$ cat src/rtl/fm_param_loader.sv
// Byte-stream configuration loader for the FM generator: frames land in shadow registers,
// and a commit moves them to the active outputs atomically. Optional macro: FM_LOADER_TIMEOUT_EN.
module fm_param_loader #(
  parameter int sine_lookup_width = 16,
  parameter int accumulator_width = 32,
  parameter int TIMEOUT_CYCLES    = 1024
) (
  input  logic                         i_clk,
  input  logic                         i_reset,
  input  logic                         i_ce,
  input  logic [7:0]                   i_data,
  input  logic                         i_valid,
  output logic                         o_ready,
  output logic [accumulator_width-2:0] o_carrier_center_increment,
  output logic [accumulator_width-2:0] o_modulation_increment,
  output logic [sine_lookup_width:0]   o_modulation_deviation_amount,
  output logic                         o_update,
  output logic                         o_error,
  output logic [1:0]                   o_state
);

  localparam int IW = accumulator_width - 1;
  localparam int DW = sine_lookup_width + 1;

  typedef enum logic [1:0] {
    S_IDLE   = 2'd0,
    S_DATA   = 2'd1,
    S_COMMIT = 2'd2
  } state_t;

  // Handshake: a byte transfers on a rising edge where i_valid && o_ready; the
  // source must hold i_data stable while i_valid is high and o_ready is low.

  state_t          r_state, w_next;
  logic [1:0]      r_target;
  logic [1:0]      r_cnt;
  logic [31:0]     r_asm;
  logic [IW-1:0]   r_sh_car, r_sh_mod, r_act_car, r_act_mod;
  logic [DW-1:0]   r_sh_dev, r_act_dev;
  logic            r_error;
  logic            w_accept, w_err_set, w_load_active, w_frame_done;
  logic [31:0]     w_assembled;

  assign o_ready     = (r_state != S_COMMIT);
  assign w_accept    = i_valid && o_ready;
  assign w_assembled = {r_asm[23:0], i_data};

`ifdef FM_LOADER_TIMEOUT_EN
  localparam int TW = $clog2(TIMEOUT_CYCLES + 1);
  localparam logic [TW-1:0] TO_LAST = TW'(TIMEOUT_CYCLES - 1);
  logic [TW-1:0] r_to_cnt;
  logic          w_timeout;
  assign w_timeout = (r_state == S_DATA) && !w_accept && (r_to_cnt == TO_LAST);

  always_ff @(posedge i_clk or posedge i_reset) begin
    if (i_reset)                         r_to_cnt <= '0;
    else if (r_state != S_DATA || w_accept) r_to_cnt <= '0;
    else                                 r_to_cnt <= r_to_cnt + 1'b1;
  end
`endif

  always_comb begin
    w_next        = r_state;
    w_err_set     = 1'b0;
    w_load_active = 1'b0;
    w_frame_done  = 1'b0;
    case (r_state)
      S_IDLE: begin
        if (w_accept) begin
          case (i_data)
            8'h01, 8'h02, 8'h03: w_next = S_DATA;
            8'h04: begin
              w_next        = S_COMMIT;
              w_load_active = 1'b1;
            end
            default: w_err_set = 1'b1;
          endcase
        end
      end
      S_DATA: begin
        if (w_accept && r_cnt == 2'd3) begin
          w_frame_done = 1'b1;
          w_next       = S_IDLE;
        end
`ifdef FM_LOADER_TIMEOUT_EN
        else if (w_timeout) begin
          w_err_set = 1'b1;
          w_next    = S_IDLE;
        end
`endif
      end
      S_COMMIT: if (i_ce) w_next = S_IDLE;
      default:  w_next = S_IDLE;
    endcase
  end

  always_ff @(posedge i_clk or posedge i_reset) begin
    if (i_reset) begin
      r_state   <= S_IDLE;
      r_error   <= 1'b0;
      r_target  <= 2'd0;
      r_cnt     <= 2'd0;
      r_asm     <= '0;
      r_sh_car  <= '0;
      r_sh_mod  <= '0;
      r_sh_dev  <= '0;
      r_act_car <= '0;
      r_act_mod <= '0;
      r_act_dev <= '0;
    end else begin
      r_state <= w_next;
      r_error <= w_err_set;
      if (r_state == S_IDLE && w_accept) begin
        r_target <= i_data[1:0];
        r_cnt    <= 2'd0;
        r_asm    <= '0;
      end
      if (r_state == S_DATA && w_accept) begin
        r_asm <= w_assembled;
        r_cnt <= r_cnt + 2'd1;
      end
      // Values are stored bit-exact, keeping only the low bits that fit.
      if (w_frame_done) begin
        case (r_target)
          2'd1:    r_sh_car <= w_assembled[IW-1:0];
          2'd2:    r_sh_mod <= w_assembled[IW-1:0];
          default: r_sh_dev <= w_assembled[DW-1:0];
        endcase
      end
      if (w_load_active) begin
        r_act_car <= r_sh_car;
        r_act_mod <= r_sh_mod;
        r_act_dev <= r_sh_dev;
      end
    end
  end

  assign o_update                      = (r_state == S_COMMIT) && i_ce;
  assign o_error                       = r_error;
  assign o_carrier_center_increment    = r_act_car;
  assign o_modulation_increment        = r_act_mod;
  assign o_modulation_deviation_amount = r_act_dev;
  assign o_state                       = r_state;

endmodule

$ cat config.mk
export PLATFORM = sky130hd
export DESIGN_NAME = fm_param_loader
export DESIGN_NICKNAME = d
export VERILOG_FILES = /design/src/rtl/fm_param_loader.sv
export SDC_FILE = /design/constraint.sdc
export NUM_CORES = 1
export LEC_CHECK = 0
export ABC_AREA = 1
export CORE_UTILIZATION = 59
export DETAILED_ROUTE_END_ITERATION = 7
export PLACE_DENSITY = 0.85
export SLEW_MARGIN = 30
export SYNTH_ARGS = -nofsm -noshare
export SYNTH_HDL_FRONTEND = slang
export SYNTH_SLANG_ARGS = --single-unit
$ cat constraint.sdc
create_clock -name i_clk -period 21.2 [get_ports i_clk]
set_input_delay 6.36 -clock i_clk [delete_from_list [all_inputs] [get_ports i_clk]]
set_output_delay 6.36 -clock i_clk [all_outputs]
set_load 0.01 [all_outputs]
==> run summary <==
## Outcome
• **result of the run** finished clean

## Yosys
• **net count after synthesis** 761
• **portion of the post-synthesis area used by sequential elements** 64.75%
• **number of warnings issued by yosys** 0
• **cell count after synthesis** 746
• **synthesized cell area** 7266 um2
• **Post-Syn Area per Cell** 9.740 um2
• **Unique masters post-synth** 19
• **number of synthesized register bits** 188

## Clock network
• **number of H-tree branching levels** 4
• **quantity of gates resized following cts** 0
• **number of buffers created by CTS** 17
• **clock insertion delay at the later pin of the skew report** 0.43 ns
• **count of clock tree sinks** 188
• **count of hold-fix buffers inserted at cts** 0
• **Setup Fix Bufs, Post-CTS** 0
• **maximum clock path buffer count** 2
• **register clock-pin slew on the reported worst setup and hold paths** 0.06 ns
• **CTS tree** done
• **clock root buffer master** sky130_fd_sc_hd__clkbuf_16

## Floorplanning
• **core outline area** 12010 um2
• **Die Span Y** 113.0 um
• **area enclosed by the die boundary** 12760 um2
• **DIE WIDTH** 113.0 um
• **initial core utilization** 60.49%
• **number of top-level pins** 96
• **# rows** 40

## Timing
• **maximum clock skew at final layout** 0.007063 ns
• **Max Clock Freq** 72.07 MHz
• **Max Slew Vio Count** 0
• **period utilization** 65.45%
• **Final min period** 13.88 ns
• **final hold violation count** 0
• **worst-case setup margin in the final layout** 7.325 ns
• **worst max-slew margin expressed relative to the limit** 39.01%
• **summed negative setup slack over all endpoints** 0 ns
• **total setup violations reported at the end of the flow** 0
• **RSZ-0062 raised after global routing** false
• **Worst-Margin Slew** 0.9149 ns

## Routing
• **post-route DRC violation count** 0
• **overall routed net length** 17810 um
• **overall via count from detail_route** 5833
• **number of vias per cell after detailed routing** 6.001
• **number of DRC markers after the initial detailed-route iteration** 706
• **router iterations before antenna repair** 5
• **average routed wire per standard cell** 18.32 um
• **final antenna-violating net count** 0

## Final layout
• **Antenna diodes** 0
• **layout cells sized above 1** 5.576%
• **commonest non-fill, non-tap cell in the layout** sky130_fd_sc_hd__nand2_1
• **most used cells in the layout excluding fill and tap cells** sky130_fd_sc_hd__nand2_1, sky130_fd_sc_hd__dfrtp_1, sky130_fd_sc_hd__clkdlybuf4s50_1
• **filler instances** 789
• **area overhead of the layout relative to synthesis** 21.25%
• **Total Nets Final** 827

## Setup path
• **slowest stage cell on the critical path** sky130_fd_sc_hd__clkdlybuf4s50_1
• **CP bufs+invs** 3
• **Startpoint Class** input pin
• **CP Data Arrival Time** 7.52 ns
• **source of the worst register-to-register timing path** o_state[1]
• **depth of the worst register-to-register path** 6
• **category of the worst setup path capture point** primary output
• **CP Data Required Time** 14.84 ns
• **critical path depth in cells** 4
• **top fanout value on the critical path** 2
• **largest stage delay on the critical path** 0.54 ns
• **Reg-to-Reg End** o_modulation_deviation_amount[14]
• **CP Cell Sequence** clkdlybuf4s50_1, inv_1, nor2_1, clkdlybuf4s50_1
• **most common cell type on the critical path** sky130_fd_sc_hd__clkdlybuf4s50_1
• **R2R Setup Slk** 18.40 ns
• **worst setup path end** o_update
• **launch point of the critical path** i_ce
• **family with the most delay on the worst path** buffers and inverters
• **Crit Path Class** input pin to primary output

## Global route
• **maximum number of pins on one net before global-route repair** 115
• **all-layer global routing usage** 29.50%
• **leftover overflow at the end of global routing** 0
• **antenna violations before repair** 0
• **wire length of the first global-routing pass** 28900 um
• **vias in the first global route** 5689

## Power
• **power density over the cells** 102.4 nW/um2
• **internal power summed over all cells** 0.6289 mW
• **logic gate share of total power** 15.8%
• **sequential share of power** 49.1%
• **Clk pwr share** 35.1%
• **switching share of total power** 30.28%
• **Peak VDD IR** 0.1118 mV
• **overall power consumption** 0.9021 mW
• **Net Sw Power** 0.2731 mW
• **static power due to leakage** 4.317 nW

## Place
• **worst slack, placed** 7.333 ns
• **Detailed Place HPWL** 10100 um
• **Port Buffer Count** 95
• **final weighted congestion in routability-driven placement** 0.8076

## Run
• **max-capacitance violation count** 0

## Min path
• **class of the worst hold path** flip-flop to flip-flop

[Yosys cell counts, drive strengths merged]
master / count / area share (%)
clkbuf: 13 / 0.67
dfrtp: 188 / 65
a21oi: 1 / 0.069
nor3: 2 / 0.14
ha: 3 / 0.52
o21ai: 84 / 5.8
o22ai: 23 / 2.0
nor2: 10 / 0.72
inv: 43 / 2.2
nand4: 79 / 6.8
nand2: 256 / 13
buf: 40 / 2.7
nand3: 4 / 0.34
[cell families (layout without fill, tap and decap cells)]
group | count (synthesis) | after routing | synth area share [%]
AND/OR/NAND/NOR | 351 | 351 | 21.30
buffers and inverters | 96 | 175 | 5.597
flip-flops | 188 | 188 | 64.75
AO/OA/AOI/OAI | 108 | 108 | 7.835
adder cells (fa/ha/maj) | 3 | 3 | 0.5167
[cell type report]
cell class	instances	area [um2]	share of cell area, %
timing repair buffer	100	987.2	11.21
inverter	43	168.9	1.917
clock buffer	20	446.7	5.070
tap	147	183.9	2.088
clock inverter	12	138.9	1.576
multi-input combinational	462	2180	24.74
sequential	188	4705	53.40
[worst min-delay path by stage]
stage,slack (ns),from,endpoint,cells past startpoint
floorplan,0.46,r_cnt[1],r_cnt[1],2
global placement,0.46,o_modulation_deviation_amount[1],o_modulation_deviation_amount[1],2
detailed placement,0.46,o_modulation_increment[28],o_modulation_increment[28],2
CTS,0.47,o_modulation_increment[24],o_modulation_increment[24],2
global route,0.49,o_modulation_deviation_amount[16],o_modulation_deviation_amount[16],2
finish,0.47,o_modulation_increment[24],o_modulation_increment[24],2
[registers in the layout, indices dropped and copies added, names as in the netlist]
name / cells
o_modulation_increment: 31
o_carrier_center_increment: 31
r_target: 2
r_sh_car: 31
o_error: 1
o_modulation_deviation_amount: 17
r_asm: 23
r_sh_mod: 31
r_sh_dev: 17
r_cnt: 2
o_state: 2
[metal layers]
metal  GRT usage (%)  routed length [um]  vias up
met4           11.93                 403        0
met5               0                   0        -
met2           47.82                8817      317
met3           5.999                1224       43
li1                -                   -     2630
met1           39.63                7365     2843
[worst reg2reg max path: stages, from the launching register on]
cell and delay [ns]:
sky130_fd_sc_hd__dfrtp_1 0.45, sky130_fd_sc_hd__nor2_4 0.12, sky130_fd_sc_hd__buf_4 0.65, sky130_fd_sc_hd__nand3_2 0.69, sky130_fd_sc_hd__buf_4 0.55, sky130_fd_sc_hd__nand2_1 0.16, sky130_fd_sc_hd__nand2_1 0.06
[power groups by stage]
stage	logic (mW)	registers [mW]	clock network (mW)
final	0.142	0.443	0.317
after global routing	0.156	0.446	0.333
after detailed placement	0.134	0.445	0
after CTS	0.139	0.441	0.318
after global placement	0.126	0.441	0
after floorplan	0.0960	0.438	0
[metrics by stage]
step                hold WS (ns)  cells  area [um2]  util (%)
global route              0.4869    972        8810     73.34
finish                    0.4710    972        8810     73.34
CTS                       0.4732    972        8793     73.21
floorplan                 0.4570    746        7266         -
detailed placement        0.4593    940        8208     68.33
global placement          0.4550    940        8208     68.33
(Power assumes the default switching activity.)
